**config.mk**
```make
export PLATFORM = sky130hd
export DESIGN_NAME = addsub_serial_ctrl_flat
export DESIGN_NICKNAME = d
export VERILOG_FILES = /design/src/rtl/addsub_serial_ctrl_if.sv /design/src/rtl/addsub_serial_ctrl.sv /design/src/flat_wrapper.sv
export SDC_FILE = /design/constraint.sdc
export NUM_CORES = 1
export LEC_CHECK = 0
export CAP_MARGIN = 5
export CORE_MARGIN = 2
export CORE_UTILIZATION = 54
export CTS_CLUSTER_DIAMETER = 200
export DETAILED_ROUTE_END_ITERATION = 8
export GPL_ROUTABILITY_DRIVEN = 1
export PLACE_DENSITY = 0.84
export SETUP_SLACK_MARGIN = 0.15
export SLEW_MARGIN = 20
export SYNTH_ARGS = -nofsm -noshare
export SYNTH_HDL_FRONTEND = slang
export SYNTH_HIERARCHICAL = 1
export SYNTH_SLANG_ARGS = --single-unit
```
**constraint.sdc**
```tcl
create_clock -name clk -period 7.48 [get_ports clk]
set_clock_uncertainty 0.1 [all_clocks]
set_input_delay 1.122 -clock clk [delete_from_list [all_inputs] [get_ports clk]]
set_output_delay 1.122 -clock clk [all_outputs]
set_load 0.02 [all_outputs]
```
**src/rtl/addsub_serial_ctrl_if.sv**
```systemverilog
// Request/response bundle for addsub_serial_ctrl.
//   Request side : in_valid, in_ready, op_a, op_b, subtract
//   Response side: out_valid, out_ready, result, carry_out, overflow
// slave  = the sequencer's view (drives in_ready and the response fields)
// master = the requester/consumer view (drives the request and out_ready)
interface addsub_serial_ctrl_if #(
    parameter int WIDTH = 16
);
    logic             in_valid;
    logic             in_ready;
    logic [WIDTH-1:0] op_a;
    logic [WIDTH-1:0] op_b;
    logic             subtract;
    logic             out_valid;
    logic             out_ready;
    logic [WIDTH-1:0] result;
    logic             carry_out;
    logic             overflow;

    modport slave (
        input  in_valid, op_a, op_b, subtract, out_ready,
        output in_ready, out_valid, result, carry_out, overflow
    );

    modport master (
        output in_valid, op_a, op_b, subtract, out_ready,
        input  in_ready, out_valid, result, carry_out, overflow
    );
endinterface

```
**src/rtl/addsub_serial_ctrl.sv**
```systemverilog
// Serial WIDTH-bit adder/subtractor built around one 4-bit ripple slice.
// One nibble is processed per clock, least-significant first; the carry
// between nibbles lives in a register. Trades latency (WIDTH/4 cycles) for
// a much smaller adder than a full-width one.
// Ports:
//   clk    - rising-edge clock
//   rst_n  - asynchronous active-low reset
//   bus    - addsub_serial_ctrl_if.slave: valid/ready request in
//            (op_a, op_b, subtract), valid/ready result out
//            (result, carry_out, overflow).

// Single-bit full adder; four of these form the shared nibble slice.
module full_adder (
    input  logic a,
    input  logic b,
    input  logic ci,
    output logic s,
    output logic co
);
    assign s  = a ^ b ^ ci;
    assign co = (a & b) | (ci & (a ^ b));
endmodule

module addsub_serial_ctrl #(
    parameter int WIDTH = 16
) (
    input  logic                 clk,
    input  logic                 rst_n,
    addsub_serial_ctrl_if.slave  bus
);
    localparam int NIBBLES = WIDTH / 4;
    localparam int IDX_W   = (NIBBLES > 1) ? $clog2(NIBBLES) : 1;

    typedef enum logic [1:0] {IDLE, RUN, DONE} state_e;

    state_e                      state_q, state_d;
    logic                        in_ready_q, in_ready_d;
    logic                        out_valid_q, out_valid_d;
    logic                        carry_q, carry_d;
    logic [IDX_W-1:0]            idx_q, idx_d;
    logic [NIBBLES-1:0][3:0]     a_q, a_d;
    logic [NIBBLES-1:0][3:0]     b_q, b_d;
    logic                        sub_q, sub_d;
    logic [NIBBLES-1:0][3:0]     result_q, result_d;
    logic                        carry_out_q, carry_out_d;
    logic                        overflow_q, overflow_d;

    // Shared nibble slice. B is inverted for subtract; the +1 of the two's
    // complement comes from carry_q being seeded with 'subtract' at accept.
    logic [3:0] a_nib, b_nib, s_nib;
    logic [4:0] c_chain;

    assign a_nib      = a_q[idx_q];
    assign b_nib      = b_q[idx_q] ^ {4{sub_q}};
    assign c_chain[0] = carry_q;

    for (genvar i = 0; i < 4; i++) begin : g_fa
        full_adder u_fa (
            .a  (a_nib[i]),
            .b  (b_nib[i]),
            .ci (c_chain[i]),
            .s  (s_nib[i]),
            .co (c_chain[i+1])
        );
    end

    logic last_nib;
    assign last_nib = (idx_q == IDX_W'(NIBBLES - 1));

    always_comb begin
        state_d     = state_q;
        in_ready_d  = in_ready_q;
        out_valid_d = out_valid_q;
        carry_d     = carry_q;
        idx_d       = idx_q;
        a_d         = a_q;
        b_d         = b_q;
        sub_d       = sub_q;
        result_d    = result_q;
        carry_out_d = carry_out_q;
        overflow_d  = overflow_q;

        case (state_q)
            IDLE: begin
                // in_ready is registered, so it rises one edge after reset
                // release and only an already-visible ready can handshake.
                in_ready_d = 1'b1;
                if (bus.in_valid && in_ready_q) begin
                    a_d        = bus.op_a;
                    b_d        = bus.op_b;
                    sub_d      = bus.subtract;
                    carry_d    = bus.subtract;
                    idx_d      = '0;
                    in_ready_d = 1'b0;
                    state_d    = RUN;
                end
            end
            RUN: begin
                result_d[idx_q] = s_nib;
                carry_d         = c_chain[4];
                idx_d           = idx_q + IDX_W'(1);
                if (last_nib) begin
                    carry_out_d = c_chain[4];
                    // On the top nibble a_nib[3]/b_nib[3]/s_nib[3] are the
                    // operand and result sign bits.
                    overflow_d  = (a_nib[3] == b_nib[3]) && (s_nib[3] != a_nib[3]);
                    out_valid_d = 1'b1;
                    state_d     = DONE;
                end
            end
            DONE: begin
                if (out_valid_q && bus.out_ready) begin
                    out_valid_d = 1'b0;
                    in_ready_d  = 1'b1;
                    state_d     = IDLE;
                end
            end
            default: state_d = IDLE;
        endcase
    end

    always_ff @(posedge clk or negedge rst_n) begin
        if (!rst_n) begin
            state_q     <= IDLE;
            in_ready_q  <= 1'b0;
            out_valid_q <= 1'b0;
            carry_q     <= 1'b0;
            idx_q       <= '0;
            a_q         <= '0;
            b_q         <= '0;
            sub_q       <= 1'b0;
            result_q    <= '0;
            carry_out_q <= 1'b0;
            overflow_q  <= 1'b0;
        end else begin
            state_q     <= state_d;
            in_ready_q  <= in_ready_d;
            out_valid_q <= out_valid_d;
            carry_q     <= carry_d;
            idx_q       <= idx_d;
            a_q         <= a_d;
            b_q         <= b_d;
            sub_q       <= sub_d;
            result_q    <= result_d;
            carry_out_q <= carry_out_d;
            overflow_q  <= overflow_d;
        end
    end

    assign bus.in_ready  = in_ready_q;
    assign bus.out_valid = out_valid_q;
    assign bus.result    = result_q;
    assign bus.carry_out = carry_out_q;
    assign bus.overflow  = overflow_q;
endmodule
```
**src/flat_wrapper.sv**
```systemverilog
// flat-port wrapper written by rule: the top's interface ports become plain ports
module addsub_serial_ctrl_flat 
#(
    parameter int WIDTH = 16
)
  (clk, rst_n, bus_in_valid, bus_op_a, bus_op_b, bus_subtract, bus_out_ready, bus_in_ready, bus_out_valid, bus_result, bus_carry_out, bus_overflow);
  addsub_serial_ctrl_if #(.WIDTH(WIDTH)) bus_i ();
  input  logic clk;
  input  logic rst_n;
  input wire logic [$bits(bus_i.in_valid)-1:0] bus_in_valid;
  input wire logic [$bits(bus_i.op_a)-1:0] bus_op_a;
  input wire logic [$bits(bus_i.op_b)-1:0] bus_op_b;
  input wire logic [$bits(bus_i.subtract)-1:0] bus_subtract;
  input wire logic [$bits(bus_i.out_ready)-1:0] bus_out_ready;
  output wire logic [$bits(bus_i.in_ready)-1:0] bus_in_ready;
  output wire logic [$bits(bus_i.out_valid)-1:0] bus_out_valid;
  output wire logic [$bits(bus_i.result)-1:0] bus_result;
  output wire logic [$bits(bus_i.carry_out)-1:0] bus_carry_out;
  output wire logic [$bits(bus_i.overflow)-1:0] bus_overflow;
  assign bus_i.in_valid = bus_in_valid;
  assign bus_i.op_a = bus_op_a;
  assign bus_i.op_b = bus_op_b;
  assign bus_i.subtract = bus_subtract;
  assign bus_i.out_ready = bus_out_ready;
  assign bus_in_ready = bus_i.in_ready;
  assign bus_out_valid = bus_i.out_valid;
  assign bus_result = bus_i.result;
  assign bus_carry_out = bus_i.carry_out;
  assign bus_overflow = bus_i.overflow;
  addsub_serial_ctrl #(.WIDTH(WIDTH)) u_core (.clk(clk), .rst_n(rst_n), .bus(bus_i));
endmodule
```
==> impl_metrics.ini <==
[clock_network]
ctsResizeCount = 0
cts.sinks = 58
worstSkewPairLatency_ps = 340
cts_setup_buffers = 0
clockRootBuffer = clkbuf_8
htreeDepth = 3
clk_pin_slew_ps = 60
tritoncts = done
postCtsHoldBufs = 0
clockBufferDepth = 2
numCtsBuffers = 9

[global_route]
first_global_vias = 1663
grt_pass1_wl_mm = 7.91
antenna_found_initial = 0
grt_use_total = 0.203
overflow = 0
grt_max_degree = 59

[synth]
ys_seq_area_frac = 0.556
yosysWarnings = 6
postSynthAreaPerCell_um2 = 15.4
ys_ff_latch = 58
synth_nets = 214
netlist_area_um2 = 2610
synth_cell_types = 27
syn_inst = 169

[worst_setup_path]
cp_cell_sequence = mux4_1 -> xor2_1 -> fa_1 -> fa_1 -> fa_1 -> fa_1 -> and2b_4 -> mux2i_1 -> o21ai_1
cp_top_family = adder cells
rrSetupSlack_ps = 3510
worst_path_max_delay_cell = dfrtp_1
cp_slowest_stage_delay_ps = 670
cpMostUsedCell = fa_1
crit_path_max_fanout = 12
crit_buf_inv = 0
crit_required_ps = 7590
r2r_cells = 9
worstSetupPathType = register to register
r2r-end = u_core/bus.overflow
crit_arrival_ps = 4080
reg2reg_from = u_core/idx_q[0]
end_kind = register
setup.worst_path.start_class = register

[routing]
drt_first_pass_iters = 4
post_drt_via_cell_ratio = 5.45
first_iter_violations = 34
ant_nets = 0
drt-wirelength-per-cell_um = 16.8
drc = 0
wl_mm = 4.85
num_vias = 1574

[status]
status = complete, no violations

[cells_and_area]
antenna_cells = 0
area_growth_pct = 30.5
num-fill-cells = 304
drive_gt1_frac = 0.306
nets = 275
utilization = 0.726

[job]
cap_violations = 0

[floorplanning]
die_x_um = 73.5
initial_core_util = 0.556
boundaryPins = 57
die_h_um = 73.5
fp-row-count = 25
core_um2 = 4690
dieArea_um2 = 5400

[sta]
tns_ps = 0
fin_ws_ps = 3510
slew_viol_final = 0
setup_viol = 0
rsz0062_at_grt = no
timing.fmax_mhz = 252
hold_viol_final = 0
holdWs_ps = 395
fin_crit_sh = 0.531
post-route-min-period_ps = 3970
tightestPinTransition_ps = 705
max-slew-margin-rel = 0.530

[power]
power.density_nw_per_um2 = 531
ir_drop_uv = 298
power_w = 0.00181
p_leak_nw = 1.44

[worst_hold_path]
holdPathStages = 1
whs_endpoint = u_core/bus.result[2]
hold_start = u_core/bus.result[2]
worst_hold_path_type = register to register

[placed_design]
portBuffers = 56
dp_hpwl_mm = 3.56
place_congestion = 0.799
pre_cts_slack_ps = 3500
-- routing by layer --
| metal | wire length [um] | part of all wire | global-route usage | vias up |
|---|---|---|---|---|
| li1 | - | - | - | 725 |
| met1 | 2060 | 0.42 | 0.243 | 778 |
| met2 | 2400 | 0.49 | 0.324 | 57 |
| met3 | 261 | 0.054 | 0.0453 | 14 |
| met4 | 132 | 0.027 | 0.139 | 0 |
| met5 | 0 | 0 | 0 | - |
-- placed cells by master, fill, tap and decap left out, types with 2 or more instances in the layout --
master | Yosys | layout
mux2_2 | 49 | 49
ha_1 | 4 | 4
mux4_2 | 2 | 2
fa_1 | 4 | 4
nor2b_1 | 2 | 2
mux4_1 | 6 | 6
nor2_1 | 3 | 3
xor2_1 | 3 | 3
buf_4 | 1 | 2
clkbuf_8 | 0 | 14
inv_1 | 3 | 3
o21ai_0 | 2 | 2
a21oi_1 | 3 | 3
clkdlybuf4s50_1 | 0 | 55
nand2_1 | 11 | 11
dfrtp_1 | 58 | 58
-- cell usage after synthesis, drive strengths merged --
cell type,count,area share
dfrtp,58,0.56
mux2,50,0.22
nand2,11,0.016
buf,8,0.019
mux4,8,0.078
fa,4,0.031
ha,4,0.019
xor2,4,0.016
a21oi,3,0.0058
inv,3,0.0043
nor2,3,0.0043
o21ai,3,0.0058
nor2b,2,0.0048
a221o,1,0.0038
and2b,1,0.0038
mux2i,1,0.0038
nor3,1,0.0019
nor3b,1,0.0029
o21bai,1,0.0029
o31ai,1,0.0029
or3,1,0.0024
-- power breakdown --
part,internal (W),leakage [nW],total (W),switching (W)
sequential,0.000479,0.691,0.000591,0.000112
clock,0.000165,0.106,0.000281,0.000116
combinational,0.000516,0.647,0.000934,0.000418
-- stage by stage --
step,instances,area (um^2)
final,289,3400
after detailed placement,273,3200
after global routing,289,3400
after floorplan,169,2610
after CTS,289,3400
after global placement,273,3200
-- worst max path at each step --
stage / startpoint / endpoint / slack [ps] / depth (start not counted)
final: u_core/idx_q[0] / u_core/bus.overflow / 3510 / 9
after global routing: u_core/idx_q[0] / u_core/bus.overflow / 3330 / 9
after CTS: u_core/idx_q[0] / u_core/bus.overflow / 3480 / 9
after detailed placement: u_core/idx_q[0] / u_core/bus.overflow / 3500 / 9
after global placement: u_core/idx_q[0] / u_core/bus.overflow / 3640 / 9
after floorplan: u_core/idx_q[0] / u_core/bus.overflow / 3930 / 10
-- cells by family after synthesis --
family,synth area share
flops,0.556
simple gates,0.0360
mux,0.297
xor+xnor,0.0163
compound gates,0.0211
buf+inv,0.0230
fa+ha+maj,0.0499
-- area by class of cell --
cell class	count	area [um^2]	area share
Multi-Input combinational cell	100	1100	0.324
Clock buffer	15	196	0.0577
Inverter	3	11.3	0.00331
Clock inverter	1	5.00	0.00147
Sequential cell	58	1450	0.426
Tap cell	54	67.6	0.0198
Timing Repair Buffer	58	571	0.168
-- flip-flops by register name, indices dropped and copies added, names as in the netlist --
| register | cells |
|---|---|
| u_core/a_q | 16 |
| u_core/b_q | 16 |
| u_core/bus.result | 16 |
| u_core/idx_q | 2 |
| u_core/state_q | 2 |
| u_core/bus.carry_out | 1 |
| u_core/bus.in_ready | 1 |
| u_core/bus.out_valid | 1 |
| u_core/bus.overflow | 1 |
| u_core/carry_q | 1 |
| u_core/sub_q | 1 |
-- worst register-to-register path, cell delays in order (launching register included) --
cell,delay [ps]
dfrtp_1,670
mux4_1,650
xor2_1,180
fa_1,430
fa_1,390
fa_1,410
fa_1,600
and2b_4,210
mux2i_1,130
o21ai_1,80
Note: power is estimated with default switching activity, not from simulation.
